--- src/rtl/oversample_voter.sv ---
// Purpose : majority-vote sampler for an oversampled serial bit; samples rx_in over a
//           window centred on the bit middle and votes once the window has passed.
// Latency : sampled_bit/bit_valid/noise_err register one clock after edge_cnt == vote point.
// Backpressure: none; the RX FSM paces the block through samp_en and edge_cnt.
//
// Ports:
//   clk          single clock, rising edge
//   rst          asynchronous active-high reset
//   rx_in        synchronised serial line
//   samp_en      sampling enable from the RX FSM; low aborts the current bit
//   edge_cnt     oversample edge index within the current bit (0..prescale-1)
//   prescale     oversample ratio, static while samp_en is high
//   sampled_bit  registered vote result, held between votes
//   bit_valid    one-cycle pulse when sampled_bit/noise_err were updated
//   noise_err    samples of the last voted bit disagreed, or too few were taken
//   cfg_err      combinational: prescale too small for NUM_SAMPLES
module oversample_voter #(
    parameter int PRESC_W     = 6,
    parameter int NUM_SAMPLES = 3   // 1, 3, 5 or 7
) (
    input  logic               clk,
    input  logic               rst,
    input  logic               rx_in,
    input  logic               samp_en,
    input  logic [PRESC_W-1:0] edge_cnt,
    input  logic [PRESC_W-1:0] prescale,
    output logic               sampled_bit,
    output logic               bit_valid,
    output logic               noise_err,
    output logic               cfg_err
);

    // Half-width of the sampling window around the centre edge.
    localparam int H   = (NUM_SAMPLES - 1) / 2;
    localparam int HP1 = H + 1;

    localparam logic [PRESC_W:0] H_V   = H[PRESC_W:0];
    localparam logic [PRESC_W:0] HP1_V = HP1[PRESC_W:0];
    localparam logic [PRESC_W:0] ONE_V = {{PRESC_W{1'b0}}, 1'b1};
    localparam logic [2:0]       H_3   = H[2:0];
    localparam logic [2:0]       N_3   = NUM_SAMPLES[2:0];

    localparam logic [1:0] S_IDLE    = 2'd0;
    localparam logic [1:0] S_COLLECT = 2'd1;
    localparam logic [1:0] S_HOLD    = 2'd2;

    // ------------------------------------------------------------------
    // Window geometry, computed one bit wider than the edge counter so the
    // subtractions for small prescale values stay unambiguous.
    // ------------------------------------------------------------------
    logic [PRESC_W:0] presc_x;
    logic [PRESC_W:0] edge_x;
    logic [PRESC_W:0] half;
    logic [PRESC_W:0] centre;
    logic [PRESC_W:0] win_lo;
    logic [PRESC_W:0] win_hi;
    logic [PRESC_W:0] vote_pt;
    logic [PRESC_W:0] last_pt;

    assign presc_x = {1'b0, prescale};
    assign edge_x  = {1'b0, edge_cnt};
    assign half    = presc_x >> 1;
    assign centre  = half - ONE_V;
    assign win_lo  = centre - H_V;
    assign win_hi  = centre + H_V;
    assign vote_pt = centre + H_V + ONE_V;
    assign last_pt = presc_x - ONE_V;

    // The first term also guards the wrap of centre/win_lo when half is tiny,
    // so the geometry above is only trusted while cfg_err is low.
    assign cfg_err = (half < HP1_V) || (vote_pt > last_pt);

    // ------------------------------------------------------------------
    // Edge decode
    // ------------------------------------------------------------------
    logic active;
    logic in_window;
    logic at_start;
    logic at_vote;
    logic at_last;

    assign active    = samp_en && !cfg_err;
    assign in_window = (edge_x >= win_lo) && (edge_x <= win_hi);
    assign at_start  = (edge_x == win_lo);
    assign at_vote   = (edge_x == vote_pt);
    assign at_last   = (edge_x == last_pt);

    // ------------------------------------------------------------------
    // State
    // ------------------------------------------------------------------
    logic [1:0]         state;
    logic [2:0]         ones_cnt;
    logic [2:0]         samp_cnt;
    logic [PRESC_W-1:0] last_edge;   // edge index of the most recent sample

    logic new_edge;
    logic room;
    logic take;
    logic short_win;
    logic split_vote;

    // A stalled edge_cnt repeats the same index; only the first occurrence
    // is sampled, and the sample counter caps the total at NUM_SAMPLES.
    assign new_edge   = (edge_cnt != last_edge);
    assign room       = (samp_cnt < N_3);
    assign take       = in_window && new_edge && room;
    assign short_win  = (samp_cnt != N_3);
    assign split_vote = (ones_cnt != 3'd0) && (ones_cnt != N_3);

    always_ff @(posedge clk or posedge rst) begin
        if (rst) begin
            state       <= S_IDLE;
            ones_cnt    <= 3'd0;
            samp_cnt    <= 3'd0;
            last_edge   <= '0;
            sampled_bit <= 1'b0;
            bit_valid   <= 1'b0;
            noise_err   <= 1'b0;
        end else begin
            bit_valid <= 1'b0;
            if (!active) begin
                // Abort: discard partial samples, keep the last vote visible.
                state    <= S_IDLE;
                ones_cnt <= 3'd0;
                samp_cnt <= 3'd0;
            end else begin
                case (state)
                    S_IDLE: begin
                        // The first window edge is sampled on entry.
                        if (at_start) begin
                            state     <= S_COLLECT;
                            ones_cnt  <= {2'b00, rx_in};
                            samp_cnt  <= 3'd1;
                            last_edge <= edge_cnt;
                        end
                    end
                    S_COLLECT: begin
                        if (at_vote) begin
                            sampled_bit <= (ones_cnt > H_3);
                            // A window cut short is never trusted as clean.
                            noise_err   <= short_win || split_vote;
                            bit_valid   <= 1'b1;
                            // When the vote point is also the final edge of the
                            // bit there is no HOLD interval: the next bit's
                            // window may start on the very next edge.
                            if (at_last) begin
                                state    <= S_IDLE;
                                ones_cnt <= 3'd0;
                                samp_cnt <= 3'd0;
                            end else begin
                                state <= S_HOLD;
                            end
                        end else if (take) begin
                            ones_cnt  <= ones_cnt + {2'b00, rx_in};
                            samp_cnt  <= samp_cnt + 3'd1;
                            last_edge <= edge_cnt;
                        end
                    end
                    S_HOLD: begin
                        if (at_last) begin
                            state    <= S_IDLE;
                            ones_cnt <= 3'd0;
                            samp_cnt <= 3'd0;
                        end
                    end
                    default: begin
                        state    <= S_IDLE;
                        ones_cnt <= 3'd0;
                        samp_cnt <= 3'd0;
                    end
                endcase
            end
        end
    end

endmodule

--- config.mk ---
export PLATFORM = sky130hd
export DESIGN_NAME = oversample_voter
export DESIGN_NICKNAME = d
export VERILOG_FILES = /design/src/rtl/oversample_voter.sv
export SDC_FILE = /design/constraint.sdc
export NUM_CORES = 1
export LEC_CHECK = 0
export CORE_MARGIN = 8
export CORE_UTILIZATION = 59
export CTS_CLUSTER_DIAMETER = 60
export DETAILED_ROUTE_END_ITERATION = 10
export PLACE_DENSITY = 0.81
export SYNTH_ARGS = -nofsm -noshare
export SYNTH_HDL_FRONTEND = slang
export SYNTH_SLANG_ARGS = --single-unit
--- constraint.sdc ---
create_clock -name clk -period 10.55 [get_ports clk]
set_clock_uncertainty 0.15 [all_clocks]
set_input_delay 2.6375 -clock clk [delete_from_list [all_inputs] [get_ports clk]]
set_output_delay 2.6375 -clock clk [all_outputs]
set_load 0.02 [all_outputs]
Word-level counts from Yosys, hierarchy flattened
Index checks and enable logic that the tools add are counted.

Add/sub/neg operators: 7. Order comparisons: 6. Equality and inequality tests: 15. Mux-type cells: 25. Reduce and logical (&&, ||, !) cells: 15.

Operators with widths (number): $mux W3 (10); $eq A6 B7 Y1 (3); $mux W6 (3); $pmux W3 S3 (2); $pmux W6 S2 (1); $mux W2 (5); $ne A3 B3 Y1 const B (3); $add A6 B2 Y7 const B (1); $add A7 B1 Y7 const B (1); $ge A6 B7 Y1 (1); $gt A7 B7 Y1 (1); $le A6 B7 Y1 (1); $sub A6 B1 Y7 const B (1); $sub A6 B2 Y7 const B (1); $ne A2 B2 Y1 const B (3); $ne A3 B2 Y1 const B (2); $ne A6 B6 Y1 (1); $pmux W2 S3 (1); $reduce_and A3 Y1 (2); $sub A5 B1 Y6 const B (1); $logic_and A1 B1 Y1 (5); $lt A5 B2 Y1 const B (1); $reduce_and A5 Y1 (1); $ne A4 B4 Y1 const B (1); other kinds (13) (16).

Bits in registers: 17. Input port bits: 16. Output and inout port bits: 4. Logic and storage cells: 75.

Logic depth before layout (Yosys ltp)
Gate-level depths: netlist (run 1).

Depth after elaboration: 10. Gate-level depth with buffers: 18.

Worst setup path before layout (run 1)
OpenSTA, ideal clock, no wires.

Path type: input port to output port. Start point: in prescale[2]. End point: out cfg_err. Arrival: 5.208 ns. Setup slack: 2.554 ns. Stages on the path: 13. Path through: buf_2 > inv_1 > ha_1 > clkbuf_1 > nor3b_1 > mux2i_1 > or3_4 > a31oi_1 > ha_1 > o21a_1 > o22ai_1 > a31oi_1 > or2_2.

Cells in the longest elaborated chain, start to end: 5. Elaborated cells on any way between the ends: 7. Classes of those cells: add/sub (4); order compare (2); reduce/logical (1).

RTL lines: start, declared (line 26) `input logic [PRESC_W-1:0] prescale,`; $sub A5 B1 Y6 (line 63) `assign centre = half - ONE_V;`; $add A6 B2 Y7 (line 66) `assign vote_pt = centre + H_V + ONE_V;`; $add A7 B1 Y7 (line 66); $gt A7 B7 Y1 (line 71) `assign cfg_err = (half < HP1_V) || (vote_pt > last_pt);`; $logic_or A1 B1 Y1 * (line 71); end, declared (line 30) `output logic cfg_err`.

Every way passes the cells marked *; elsewhere a longest branch is shown, timed or not.

Final worst setup path (run 1)
Start point: in prescale[1]. End point: out cfg_err.

Same word-level chain as after synthesis.

==> reports/results.ini, run 1 <==
[outcome]
status=completed

[synth]
syn-cell-area_um2=2210
synth_xor_area_frac=0.153
yosys_warnings=0
synth_edf_count=0
synth_top_family_by_area=simple AND/OR/NAND/NOR gates
ys_types=56
ys_seq_elements=17
yosysSeqAreaShare=0.192
synth_flop_cell=dfrtp_1
netlist_instances=259
postSynthAreaPerCell_um2=8.54
synthAdderAreaFrac=0.158
synthSimpleGateAreaFrac=0.190
async_flop_share=1.00
synth_compound_area_frac=0.187
synth_nets=303
synth_mux_area_frac=0.0549

[min_path]
holdCritPathClass=reg -> reg

[clock_network]
cts.path.max_buffers=2
post-cts-setup-buffer-count=0
clockRootBuffer=clkbuf_8
cts_tree=built
cts.clk_slew.worst_paths_ns=0.07
clock_insertion_delay_worst_skew_ns=0.25
ctsHoldBuffers=0
clock-sinks=17
cts_max_level=1
cts_made_buffers=3
cts_resized=0

[timing]
period_share=0.908
worstMarginPinSlew_ns=0.712
finalCriticalPeriod_ns=9.58
rsz0062_at_grt=false
max_freq_mhz=104
max_slew_margin=0.524
finalHoldViolCount=0
fin_setup_tns_ns=0
timing.final.max_slew_violations=0
setup-violations-final=0

[setup_path]
crit_buf_inv=3
start_kind=primary input
crit_arrival_ns=6.79
cp_slowest_stage_delay_ns=0.70
worstSetupEndpointType=output port
worstPathRequired_ns=7.76
crit_type=in -> out
critPathSlowestCell=clkdlybuf4s50_1
worstPathMaxFanout=18
cp_top_family=buffers and inverters
path_cells=clkdlybuf4s50_1, inv_1, ha_1, nor3b_2, mux2i_1, o21ai_0, a31oi_1, ha_1, o21a_1, o22ai_1, a31oi_1, or2_2, clkdlybuf4s50_1

[place]
gp_congestion=0.853
hpwlAfterDp_um=3850
numPortBuffers=19
dp.cells=316

[job]
drv_cap=0

[die]
dieArea_um2=5960
core_area_um2=3630
die_x_um=77.2
io_pins=20
fp.dieH_um=77.2
start_util=0.608
rows=22

[global_routing]
grt_overflow=0
grt_start_max_net_pins=21
antenna_found_initial=0
grt_pass1_vias=1815
gr-usage-all-layers=0.161
grt_pass1_wl_um=8250

[power_and_ir_drop]
power.density_nw_per_um2=96.1
ir_drop_uv=82.3
p_leak_nw=1.09

[routing]
num_vias=1876
route.detailed.drc=0
dr.max_layer_used=met4
wl_met2_um=2270
wl_per_cell_um=15.0
met1Wirelength_um=2260
dr_wl_met3_um=255
drtPass1Iterations=4
routed_wl_um=4800
viasPerCell=5.86
dr.first_iter.drc_count=97
ant_nets=0

[cells_and_area]
drive_gt1_frac=0.0735
layout.cells.non_filler=320
insertedDiodeCount=0
area_delta_synth_final_pct=11.1
finalNetCount=317

## per-stage QoR
step | total power, mW | util | area, um^2 | setup slack, ns | hold WS (ns)
2_1_floorplan | 0.164 | - | 2210 | 2.55 | 0.332
3_3_place_gp | 0.186 | 0.664 | 2410 | 1.17 | 0.310
3_5_place_dp | 0.189 | 0.664 | 2410 | 1.03 | 0.316
4_1_cts | 0.239 | 0.676 | 2460 | 1.02 | 0.331
5_1_grt | 0.254 | 0.676 | 2460 | 0.639 | 0.343
6_report | 0.236 | 0.676 | 2460 | 0.974 | 0.329
## worst paths after layout
check,end,cells past startpoint,slack [ns],from
setup / recovery,cfg_err,13,0.97,prescale[1]
hold / removal,noise_err$_DFFE_PP0P_,1,0.33,noise_err$_DFFE_PP0P_
setup reg to reg,last_edge[5]$_DFFE_PP0P_,6,8.36,last_edge[5]$_DFFE_PP0P_
hold reg to reg,noise_err$_DFFE_PP0P_,1,0.33,noise_err$_DFFE_PP0P_
max in group asynchronous,sampled_bit$_DFFE_PP0P_,2,7.20,rst
min in group asynchronous,samp_cnt[1]$_DFFE_PP0P_,2,2.63,rst
## registers in the layout, summed over array words and instances, names as in the netlist
register,flops
bit_valid,1
noise_err,1
state,2
samp_cnt,3
sampled_bit,1
last_edge,6
ones_cnt,3
## cell families after synthesis
group	count (synthesis)
DFF	17
muxes	9
adders and majority gates	28
AOI/OAI and AO/OA	59
xor gates and xnor gates	34
and+or+nand+nor	78
buffers and inverters	34
## synthesized netlist by cell type (2+ instances only)
cell type | count | area, um^2
buf_1 | 2 | 7.51
nand2b_1 | 2 | 12.5
o21a_1 | 4 | 30.0
nor3_1 | 3 | 15.0
nand3_1 | 5 | 25.0
o21ai_0 | 11 | 55.1
ha_1 | 28 | 350
nor2_1 | 18 | 67.6
dfrtp_1 | 17 | 425
buf_2 | 4 | 20.0
nor4_1 | 4 | 25.0
o22ai_1 | 4 | 25.0
xor2_1 | 8 | 70.1
and3_1 | 3 | 18.8
nand2_1 | 16 | 60.1
a211oi_1 | 2 | 15.0
mux2i_1 | 2 | 20.0
a211o_1 | 2 | 17.5
clkbuf_1 | 3 | 11.3
a21o_1 | 4 | 30.0
or2_2 | 5 | 31.3
a31oi_1 | 3 | 18.8
xnor2_1 | 23 | 201
o21bai_1 | 2 | 15.0
xnor3_1 | 3 | 67.6
a32oi_1 | 2 | 17.5
inv_1 | 24 | 90.1
a21oi_1 | 11 | 55.1
nand4_1 | 4 | 25.0
nor3b_1 | 4 | 30.0
o31a_1 | 2 | 17.5
nor2b_1 | 5 | 31.3
mux2_4 | 6 | 90.1
## cells in the final DEF, fill, tap and decap left out, types with 2 or more instances in the layout
master           instances
a211o_1                  2
a211oi_1                 2
a21o_1                   4
a21oi_1                 11
a31oi_1                  3
a32oi_1                  2
and3_1                   3
clkbuf_8                 3
clkdlybuf4s50_1         19
dfrtp_1                 17
ha_1                    28
inv_1                   24
mux2_4                   6
mux2i_1                  2
nand2_1                 16
nand2b_1                 2
nand3_1                  5
nand4_1                  4
nor2_1                  18
nor2b_1                  5
nor3_1                   3
nor3b_1                  4
nor4_1                   4
o21a_1                   4
o21ai_0                 11
o21bai_1                 2
o22ai_1                  4
o31a_1                   2
or2_2                    5
xnor2_1                 23
xnor3_1                  3
xor2_1                   8
## layout make-up
cell class                      instances  area (um^2)
Inverter                               24         90.1
Tap cell                               48         60.1
Clock buffer                            3         41.3
Sequential cell                        17          425
Clock inverter                          1         5.00
Multi-Input combinational cell        208         1650
Timing Repair Buffer                   19          190
Fill cell                             314         1180
## layer usage
| metal | track usage | vias up |
|---|---|---|
| met4 | 0.0245 | 0 |
| met3 | 0.0280 | 2 |
| li1 | - | 946 |
| met1 | 0.214 | 881 |
| met5 | 0 | - |
| met2 | 0.269 | 47 |
## power by group
| part | internal [mW] | switching [mW] |
|---|---|---|
| sequential | 0.0750 | 0.00739 |
| combinational | 0.0560 | 0.0495 |
| clock | 0.0262 | 0.0222 |
(Power assumes the default switching activity.)
==> run 2: changes to the inputs <==
--- a/config.mk
+++ b/config.mk
@@ -9,6 +9,7 @@
 export CORE_UTILIZATION = 59
 export CTS_CLUSTER_DIAMETER = 60
 export DETAILED_ROUTE_END_ITERATION = 10
+export MAX_ROUTING_LAYER = met4
 export PLACE_DENSITY = 0.81
 export SYNTH_ARGS = -nofsm -noshare
 export SYNTH_HDL_FRONTEND = slang
==> reports/results.ini, run 2 (synthesized netlist as in run 1, its figures left out) <==
[cells_and_area]
layout.cells.non_filler=320
largest_register_ffs=6
fillCellCount=314
area_delta_synth_final_pct=11.1
finalNetCount=317
insertedDiodeCount=0
mostFrequentLayoutCells=28 x ha_1, 24 x inv_1, 23 x xnor2_1
regMostFlops=last_edge
final_common_cell=ha_1
final_util=0.676
drive_gt1_frac=0.0735
largestRegisters=last_edge: 6 flops, ones_cnt: 3 flops, samp_cnt: 3 flops

[global_routing]
gr-usage-all-layers=0.166
grtUsageMet1=0.214
grt_overflow=0
grt_pass1_wl_um=8250
antenna_found_initial=0
globalRoute.busiestLayer=met2
grt_pass1_vias=1816
grt_start_max_net_pins=21
grt_util_met2=0.269
grt_use_met3=0.0280

[setup_path]
cp_slowest_stage_delay_ns=0.70
reg2reg_depth=6
crit_arrival_ns=6.78
worstPathRequired_ns=7.76
crit_type=in -> out
path_cells=clkdlybuf4s50_1, inv_1, ha_1, nor3b_2, mux2i_1, o21ai_0, a31oi_1, ha_1, o21a_1, o22ai_1, a31oi_1, or2_2, clkdlybuf4s50_1
reg2reg_from=last_edge[5]$_DFFE_PP0P_
worstPathMaxFanout=18
reg2reg_to=last_edge[5]$_DFFE_PP0P_
start_kind=primary input
rrSetupSlack_ns=8.37
worstSetupEndpointType=output port
critPathSlowestCell=clkdlybuf4s50_1

[clock_network]
cts.clk_slew.worst_paths_ns=0.07
cts_resized=0
clock-sinks=17
cts_tree=built
post-cts-setup-buffer-count=0
clockRootBuffer=clkbuf_8
clock_insertion_delay_worst_skew_ns=0.25
cts_made_buffers=3
cts.path.max_buffers=2
cts_max_level=1
ctsHoldBuffers=0

[timing]
max_freq_mhz=104
finalCriticalPeriod_ns=9.57
max_slew_margin=0.525
rsz0062_at_grt=false
finalHoldViolCount=0
timing.final.max_slew_violations=0
setup_slack_ns=0.979
fin_setup_tns_ns=0
worstMarginPinSlew_ns=0.710
setup-violations-final=0
period_share=0.907

[place]
gp_congestion=0.866
numPortBuffers=19
dp.cells=316
hpwlAfterDp_um=3850
pre_cts_slack_ns=1.03

[min_path]
holdPathStages=1
holdCritPathClass=reg -> reg
holdPathEnd=noise_err$_DFFE_PP0P_
min_from=noise_err$_DFFE_PP0P_

[routing]
dr.first_iter.drc_count=97
num_vias=1874
wl_per_cell_um=15.0
routed_wl_um=4800
ant_nets=0
viasPerCell=5.86
route.detailed.drc=0
drtPass1Iterations=5

[die]
rows=22
die_x_um=77.2
start_util=0.608
dieArea_um2=5960
io_pins=20
fp.dieH_um=77.2
core_area_um2=3630

[power_and_ir_drop]
ir_drop_uv=82.3
power.density_nw_per_um2=96.1
p_leak_nw=1.09

[outcome]
status=completed

[job]
drv_cap=0

==> run 2: metrics by stage <==
stage               hold slack, ns  power (mW)  instance area [um^2]
floorplan                    0.332       0.164                  2210
global placement             0.310       0.186                  2410
detailed placement           0.316       0.189                  2410
CTS                          0.331       0.239                  2460
global route                 0.343       0.254                  2460
finish                       0.329       0.236                  2460
==> run 2: cell type report <==
| type | count | area (um^2) | area share |
|---|---|---|---|
| inverters | 24 | 90.1 | 0.0367 |
| clock buffers | 3 | 41.3 | 0.0168 |
| repair buffers | 19 | 190 | 0.0774 |
| clock inverters | 1 | 5.00 | 0.00204 |
| flip-flops and latches | 17 | 425 | 0.173 |
| well taps | 48 | 60.1 | 0.0244 |
| multi-input cells | 208 | 1650 | 0.670 |
==> run 2: routing by layer <==
metal  part of all wire  vias to the layer above
li1                   -                      946
met1               0.47                      881
met2               0.47                       45
met3              0.052                        2
met4             0.0033                        0
met5                  0                        -
==> run 2: worst max-delay path by stage <==
stage	to	slack [ns]	start	depth (start not counted)
finish	cfg_err	0.98	prescale[1]	13
detailed placement	cfg_err	1.03	prescale[1]	13
global placement	cfg_err	1.17	prescale[1]	13
global route	cfg_err	0.64	prescale[1]	13
floorplan	cfg_err	2.55	prescale[2]	13
CTS	cfg_err	1.02	prescale[1]	13
==> run 2: power breakdown <==
group	total (mW)	internal (mW)	switching (mW)
Clock	0.0484	0.0262	0.0222
Combinational	0.105	0.0560	0.0495
Sequential	0.0823	0.0750	0.00737
Total	0.236	0.157	0.0790
==> run 2: critical path, delay by kind of cell <==
family | cells | cell delay [ns]
buffers and inverters | 3 | 1.48
AOI/OAI and AO/OA | 5 | 0.88
adders and majority gates | 2 | 0.79
and+or+nand+nor | 2 | 0.61
muxes | 1 | 0.38
